**src/rtl/funct_pkg.sv**
```systemverilog
// funct_pkg: shared types and constants for the factorial scheduler slice.
//   state_e            scheduler FSM state (IDLE/CALC/DONE), 2-bit encoding
//   FUNCT_NW/FUNCT_RW  default operand and result widths
//   FUNCT_MAX_EXACT_N  largest n whose factorial fits in a 32-bit result
package funct_pkg;

    typedef enum logic [1:0] {
        IDLE = 2'd0,
        CALC = 2'd1,
        DONE = 2'd2
    } state_e;

    localparam int FUNCT_NW          = 4;
    localparam int FUNCT_RW          = 32;
    localparam int FUNCT_MAX_EXACT_N = 12;

endpackage

```
**src/rtl/funct_rr_arb.sv**
```systemverilog
// funct_rr_arb: combinational winner select for the factorial scheduler.
//   req_i   per-requester request level
//   ptr_i   round-robin start index (first candidate examined)
//   gnt_o   one-hot winner (all zero when no request)
//   idx_o   binary index of the winner
//   any_o   at least one request is asserted
// Build option: FUNCT_SCHED_FIXED_PRIO_EN selects fixed priority (lowest
// asserted index wins, ptr_i is ignored); default is round-robin from ptr_i.
module funct_rr_arb #(
    parameter int NREQ = 4,
    parameter int IW   = (NREQ > 1) ? $clog2(NREQ) : 1
) (
    input  logic [NREQ-1:0] req_i,
    input  logic [IW-1:0]   ptr_i,
    output logic [NREQ-1:0] gnt_o,
    output logic [IW-1:0]   idx_o,
    output logic            any_o
);

    logic [IW-1:0] start;
    logic [IW-1:0] cand;
    logic          found;

`ifdef FUNCT_SCHED_FIXED_PRIO_EN
    assign start = '0;
`else
    assign start = ptr_i;
`endif

    // Scan NREQ candidates beginning at start, wrapping modulo NREQ; the
    // first asserted request wins.
    always_comb begin
        gnt_o = '0;
        idx_o = '0;
        found = 1'b0;
        cand  = '0;
        for (int unsigned k = 0; k < NREQ; k++) begin
            cand = IW'((32'(start) + k) % NREQ);
            if (!found && req_i[cand]) begin
                found       = 1'b1;
                gnt_o[cand] = 1'b1;
                idx_o       = cand;
            end
        end
    end

    assign any_o = |req_i;

endmodule

```
**src/rtl/funct_sched.sv**
```systemverilog
// funct_sched: shares one iterative factorial engine between NREQ requesters.
//   clk     system clock, rising edge
//   reset   asynchronous active-low reset
//   req     per-requester request level
//   req_n   per-requester operand, slice i = req_n[i*NW +: NW]
//   grant   one-hot, one-cycle pulse when a request is accepted
//   done    one-hot, one-cycle pulse when result is valid for that requester
//   result  n! of the granted operand (low RW bits), held until next done
//   ovf     qualified with done; the exact product exceeded RW bits
//   busy    high whenever the FSM is not IDLE
// Build option: FUNCT_SCHED_FIXED_PRIO_EN selects fixed-priority arbitration
// and removes the round-robin pointer.
module funct_sched
    import funct_pkg::*;
#(
    parameter int NREQ = 4,
    parameter int NW   = FUNCT_NW,
    parameter int RW   = FUNCT_RW
) (
    input  logic              clk,
    input  logic              reset,
    input  logic [NREQ-1:0]   req,
    input  logic [NREQ*NW-1:0] req_n,
    output logic [NREQ-1:0]   grant,
    output logic [NREQ-1:0]   done,
    output logic [RW-1:0]     result,
    output logic              ovf,
    output logic              busy
);

    localparam int IW = (NREQ > 1) ? $clog2(NREQ) : 1;

    state_e            state_q, state_d;
    logic [NREQ-1:0]   grant_q, grant_d;
    logic [NREQ-1:0]   done_q,  done_d;
    logic [RW-1:0]     result_q, result_d;
    logic              ovf_q,   ovf_d;
    logic [RW-1:0]     acc_q,   acc_d;
    logic [NW-1:0]     cnt_q,   cnt_d;
    logic [IW-1:0]     idx_q,   idx_d;
    logic              ovfint_q, ovfint_d;

    logic [IW-1:0]     ptr;
    logic [NREQ-1:0]   win_oh;
    logic [IW-1:0]     win_idx;
    logic              win_any;
    logic [RW+NW-1:0]  prod;

    funct_rr_arb #(
        .NREQ (NREQ),
        .IW   (IW)
    ) u_arb (
        .req_i (req),
        .ptr_i (ptr),
        .gnt_o (win_oh),
        .idx_o (win_idx),
        .any_o (win_any)
    );

`ifdef FUNCT_SCHED_FIXED_PRIO_EN
    assign ptr = '0;
`else
    logic [IW-1:0] ptr_q, ptr_d;

    // Next search starts just after the requester that was last served.
    always_comb begin
        ptr_d = ptr_q;
        if (state_q == DONE) begin
            ptr_d = (idx_q == IW'(NREQ - 1)) ? '0 : idx_q + 1'b1;
        end
    end

    always_ff @(posedge clk or negedge reset) begin
        if (!reset) begin
            ptr_q <= '0;
        end else begin
            ptr_q <= ptr_d;
        end
    end

    assign ptr = ptr_q;
`endif

    // Full-width product so bits above RW reveal truncation at each step.
    assign prod = (RW+NW)'(acc_q) * (RW+NW)'(cnt_q);

    always_comb begin
        state_d  = state_q;
        grant_d  = '0;
        done_d   = '0;
        result_d = result_q;
        ovf_d    = ovf_q;
        acc_d    = acc_q;
        cnt_d    = cnt_q;
        idx_d    = idx_q;
        ovfint_d = ovfint_q;
        case (state_q)
            IDLE: begin
                if (win_any) begin
                    grant_d  = win_oh;
                    idx_d    = win_idx;
                    cnt_d    = req_n[win_idx*NW +: NW];
                    acc_d    = RW'(1);
                    ovfint_d = 1'b0;
                    state_d  = CALC;
                end
            end
            CALC: begin
                if (cnt_q <= NW'(1)) begin
                    result_d      = acc_q;
                    ovf_d         = ovfint_q;
                    done_d[idx_q] = 1'b1;
                    state_d       = DONE;
                end else begin
                    acc_d    = prod[RW-1:0];
                    ovfint_d = ovfint_q | (|prod[RW+NW-1:RW]);
                    cnt_d    = cnt_q - 1'b1;
                end
            end
            DONE: begin
                state_d = IDLE;
            end
            default: begin
                state_d = IDLE;
            end
        endcase
    end

    always_ff @(posedge clk or negedge reset) begin
        if (!reset) begin
            state_q  <= IDLE;
            grant_q  <= '0;
            done_q   <= '0;
            result_q <= '0;
            ovf_q    <= 1'b0;
            acc_q    <= '0;
            cnt_q    <= '0;
            idx_q    <= '0;
            ovfint_q <= 1'b0;
        end else begin
            state_q  <= state_d;
            grant_q  <= grant_d;
            done_q   <= done_d;
            result_q <= result_d;
            ovf_q    <= ovf_d;
            acc_q    <= acc_d;
            cnt_q    <= cnt_d;
            idx_q    <= idx_d;
            ovfint_q <= ovfint_d;
        end
    end

    assign grant  = grant_q;
    assign done   = done_q;
    assign result = result_q;
    assign ovf    = ovf_q;
    assign busy   = (state_q != IDLE);

endmodule

```
**config.mk**
```make
export PLATFORM = sky130hd
export DESIGN_NAME = funct_sched
export DESIGN_NICKNAME = d
export VERILOG_FILES = /design/src/rtl/funct_pkg.sv /design/src/rtl/funct_rr_arb.sv /design/src/rtl/funct_sched.sv
export SDC_FILE = /design/constraint.sdc
export NUM_CORES = 1
export LEC_CHECK = 0
export CAP_MARGIN = 30
export CELL_PAD_IN_SITES_DETAIL_PLACEMENT = 1
export CELL_PAD_IN_SITES_GLOBAL_PLACEMENT = 1
export CORE_ASPECT_RATIO = 0.5
export CORE_MARGIN = 5
export CORE_UTILIZATION = 42
export CTS_CLUSTER_DIAMETER = 40
export DETAILED_ROUTE_END_ITERATION = 6
export PLACE_DENSITY = 0.81
export SYNTH_ARGS = -nofsm -noshare
export SYNTH_HDL_FRONTEND = slang
export SYNTH_SLANG_ARGS = --single-unit
export TNS_END_PERCENT = 20
```
**constraint.sdc**
```tcl
create_clock -name clk -period 4.5 [get_ports clk]
set_input_delay 1.35 -clock clk [delete_from_list [all_inputs] [get_ports clk]]
set_output_delay 1.35 -clock clk [all_outputs]
set_load 0.05 [all_outputs]
```
Word-level counts from Yosys, hierarchy flattened
Index checks and enable logic that the tools add are counted.
{ "word_totals": {"regBits": 84, "output_inout_bits": 42} }
{ "classes": {"addsub": 5, "n_bitwise": 4, "n_eq_ne": 6, "muxes": 46, "n_mul": 1, "n_lt_le_gt_ge": 11, "n_shift": 1, "n_reduce_logical": 20} }
{ "op_table": {"columns": ["cell", "count"], "rows": [
  ["32-bit 2-to-1 mux", 2],
  ["32-bit case mux with 2 select lines", 1],
  ["4-bit 2-to-1 mux", 10],
  ["32-bit by 4-bit multiplier with 36-bit output", 1],
  ["16-bit by 5-bit variable part select with 4-bit output", 1],
  ["2-bit by 3-bit less-than comparator with 1-bit output, second input constant", 5],
  ["1-bit 2-to-1 mux", 14],
  ["2-bit 2-to-1 mux", 7],
  ["4-bit OR", 3],
  ["1-bit demux with 2-bit select", 5],
  ["2-bit by 1-bit greater-or-equal comparator with 1-bit output, second input constant", 5],
  ["1-bit binary-select mux with 2-bit select", 4],
  ["1-bit logical AND", 8],
  ["4-bit case mux with 2 select lines", 1],
  ["4-bit OR reduction", 2],
  ["2-bit AND reduction", 3],
  ["2-bit by 1-bit adder with 2-bit output, second input constant", 2],
  ["2-bit adder, second input constant", 2],
  ["2-bit equality test, second input constant", 2],
  ["4-bit by 1-bit less-or-equal comparator with 1-bit output, second input constant", 1],
  ["2-bit inequality test, second input constant", 2],
  ["2-bit case mux with 2 select lines", 1],
  ["2-bit nonzero test", 2],
  ["4-bit by 1-bit subtractor with 4-bit output, second input constant", 1],
  ["7 further kinds", 9]
]} }

Logic depth before layout (Yosys ltp)
{ "logic_depth": {"depth_word": 15, "mapped_depth": 18} }

By module
Synthesis repeated with hierarchy kept, for this count alone.
{ "unflattened": {"hier_cells": 861, "area_unflattened_um2": 7915.1} }
{ "by_module_without_submodules": {"columns": ["module", "cells_each", "area_per_inst_um2", "n_inst"], "rows": [
  ["funct_sched", 814, 7488.4, 1],
  ["funct_rr_arb", 47, 426.7, 1]
]} }

Worst setup path after synthesis
OpenSTA, ideal clock, no wires.
{ "synth_path": {"path_type": "register to register", "start": "reg cnt_q[3]", "end": "reg ovfint_q", "required_ns": 4.366, "path_stages_with_launch": 17, "arrival_time_ns": 4.152, "n_path_buf": 2, "slack_ns": 0.214, "setup_ns": 0.134, "path_cell_list": "dfrtp_1 clkbuf_1 clkbuf_1 and2_1 fa_1 inv_1 fa_1 inv_1 ha_1 a2111oi_0 o21ai_1 a221o_1 a2111oi_4 nor3_4 mux2i_1 a2111oi_0 a21oi_1"} }
{ "synth_between": {"elab_chain_len": 5} }
{ "synth_lines": {"columns": ["element", "line_no", "text"], "rows": [
  ["start: declaration", "funct_sched.sv:39", "logic [NW-1:0] cnt_q, cnt_d;"],
  ["start signal: assignment", "funct_sched.sv:147", "cnt_q <= cnt_d;"],
  ["32-bit by 4-bit multiplier with 36-bit output", "funct_sched.sv:85", "assign prod = (RW+NW)'(acc_q) * (RW+NW)'(cnt_q);"],
  ["4-bit OR reduction", "funct_sched.sv:116", "ovfint_d = ovfint_q | (|prod[RW+NW-1:RW]);"],
  ["1-bit OR", "funct_sched.sv:116", null],
  ["1-bit 2-to-1 mux", "funct_sched.sv:109", "if (cnt_q <= NW'(1)) begin"],
  ["1-bit case mux with 2 select lines", "funct_sched.sv:97", "case (state_q)"],
  ["end signal: assignment", "funct_sched.sv:149", "ovfint_q <= ovfint_d;"],
  ["end: declaration", "funct_sched.sv:41", "logic ovfint_q, ovfint_d;"]
]} }
Several ways; a longest one is shown, not always the timed one. The select of a mux whose other input is x is not followed.
A chain may end at the register's enable or synchronous reset.

Worst setup path in the final report
Ends and elaborated chain as after synthesis.

==> results.yml <==
route:
  drtPass1Iterations: 4
  routed_via_density: 5.47
  drtIter0Drc: 347
  ant_nets: 0
  wl_per_cell_um: 19.3
  drt-total-wl_um: 22800
  drc: 0
  vias: 6429
floorplanning:
  rows: 35
  dieArea_um2: 21600
  start_util: 0.426
  ios: 64
  dieWidth_um: 203
  die_h_um: 106
  core_um2: 18300
final_layout:
  drive_gt1_frac: 0.130
  final_common_cell: "inv_1"
  nNetsFinal: 1066
  area_growth_syn_to_layout_pct: 20.2
  layout_common_cells: "121 x inv_1, 96 x and2_1, 89 x nand2_1"
  fin_cells: 1176
placed_design:
  place_hpwl_um: 16500
  gp_congestion: 0.930
  place_ws_ps: -272
  dp_cells: 1154
  portBuffers: 63
hold_path:
  hold_path_class: "flop to flop"
sta:
  rsz0062_at_grt: "yes"
  worstMarginPinSlew_ps: 946
  finClkSkew_ps: 8.68
  slew_headroom: 0.369
  post-route-period-util: 0.969
  fin_ws_ps: 140
  hold_viol_final: 0
  hold_ws_ps: 511
  setup_violations: 0
  drv_slew: 0
  tns_ps: 0
  clock.fmax_mhz: 229
  finalCriticalPeriod_ps: 4360
clock_network:
  cts_root_buf: "clkbuf_16"
  cts_max_path_buffers: 2
  holdBufCountCts: 0
  cts_tree: "done"
  cts_buffers: 9
  path_clk_slew_ps: 70
  cts.sinks: 84
  htreeDepth: 3
  worstSkewPairLatency_ps: 340
synthesis:
  synthCells: 850
  ys.flop_type: "dfrtp_1"
  synth.cell_area_um2: 7810
  syn_area_per_cell_um2: 9.19
  seq_area_frac_synth: 0.269
  ys_warn_count: 0
  ys_seq_elements: 84
  synth-edff-count: 0
  synth_nets: 986
  synth-async-reset-ratio: 1.00
  synthDistinctLibCells: 59
setup_path:
  crit_fanout: 8
  crit_type: "flop to flop"
  slowest_stage: "fa_1"
  crit_path_start_kind: "flop"
  crit_arrival_ps: 4570
  endpoint_kind: "flop"
  required_ps: 4710
  worst-path-buf-inv: 3
  reg2reg_slack_ps: 140
  cp_top_family: "compound AO/OA/AOI/OAI gates"
  cp_cell_sequence: "buf_4 > and2_1 > fa_1 > inv_1 > fa_1 > inv_1 > ha_2 > a21oi_1 > nand2_1 > a41oi_4 > o311ai_4 > a2111oi_4 > nor3_4 > mux2i_1 > a2111oi_2 > a21oi_1"
  slowest_delay_ps: 530
global_routing:
  groute.usage.overall: 0.212
  antenna_found_initial: 0
  grt_overflow_total: 0
  grt_pass1_vias: 7160
  grt_pass1_wl_um: 37100
  grt_max_degree: 43
run:
  maxCapViolCount: 0
status:
  status: "finished, final reports clean"
==> state kept, by name, summed over array words and instances (netlist names) <==
| register | cells |
|---|---|
| grant | 4 |
| ptr | 2 |
| idx_q | 2 |
| state_q | 2 |
| result | 32 |
| ovfint_q | 1 |
| ovf | 1 |
| cnt_q | 4 |
| done | 4 |
| acc_q | 32 |
==> through the flow <==
| stage | instance area (um^2) | util |
|---|---|---|
| 3_5_place_dp | 8900 | 0.485 |
| 2_1_floorplan | 7810 | - |
| 6_report | 9390 | 0.512 |
| 3_3_place_gp | 8880 | 0.484 |
| 4_1_cts | 9290 | 0.506 |
| 5_1_grt | 9390 | 0.512 |
==> Yosys cell counts, drive strengths merged, types with 5 or more instances <==
master | n | area [um^2]
xnor2 | 10 | 87.6
and2 | 96 | 601
xor2 | 19 | 166
and3 | 7 | 43.8
a211oi | 6 | 45.0
a31oi | 7 | 43.8
inv | 121 | 454
a221o | 5 | 50.1
o21ai | 51 | 267
o31ai | 5 | 51.3
clkbuf | 31 | 116
ha | 54 | 676
fa | 60 | 1200
or3 | 6 | 37.5
mux2i | 10 | 113
a21oi | 42 | 214
dfrtp | 84 | 2100
nand2 | 89 | 334
nor2b | 6 | 37.5
nand3 | 20 | 100
nor2 | 21 | 78.8
a21o | 11 | 82.6
mux2 | 36 | 405
==> worst paths after layout <==
check | from | endpoint | cells past startpoint
max in group asynchronous | reset | acc_q[24]$_DFFE_PN0P_ | 3
min in group asynchronous | reset | result[21]$_DFFE_PN0P_ | 1
worst min register to register | result[28]$_DFFE_PN0P_ | result[28]$_DFFE_PN0P_ | 1
worst max-delay path | cnt_q[3]$_DFFE_PN0P_ | ovfint_q$_DFFE_PN0P_ | 16
worst max register to register | cnt_q[3]$_DFFE_PN0P_ | ovfint_q$_DFFE_PN0P_ | 16
worst min-delay path | result[28]$_DFFE_PN0P_ | result[28]$_DFFE_PN0P_ | 1
==> timing repair <==
item                       in CTS  in global routing
setup endpoints to repair       6                  7
buffers inserted                2                  3
pin swaps                       0                 10
resized for setup               6                 15
==> metal layers <==
metal,share of wire,global-route usage,wire length (um)
met4,0.010,0.0358,229
met3,0.055,0.0378,1250
met1,0.44,0.280,10100
met2,0.49,0.371,11200
met5,0,0,0
==> logic make-up after synthesis <==
logic type / synth area share
DFF: 0.269
muxes: 0.0692
adders and majority gates: 0.240
and+or+nand+nor: 0.182
xor gates and xnor gates: 0.0325
AOI/OAI and AO/OA: 0.132
buffers and inverters: 0.0745
==> final cells by class <==
cell class	count	area, um^2
fill	2116	8960
clock buffer	11	243
clock inverter	5	108
multi-input combinational	613	5220
sequential	84	2100
inverter	121	454
antenna	1	2.50
timing repair buffer	101	955
tap	240	300
Power is not shown: default switching activity piles up to over one toggle a cycle in this logic, so the estimate is an artifact.
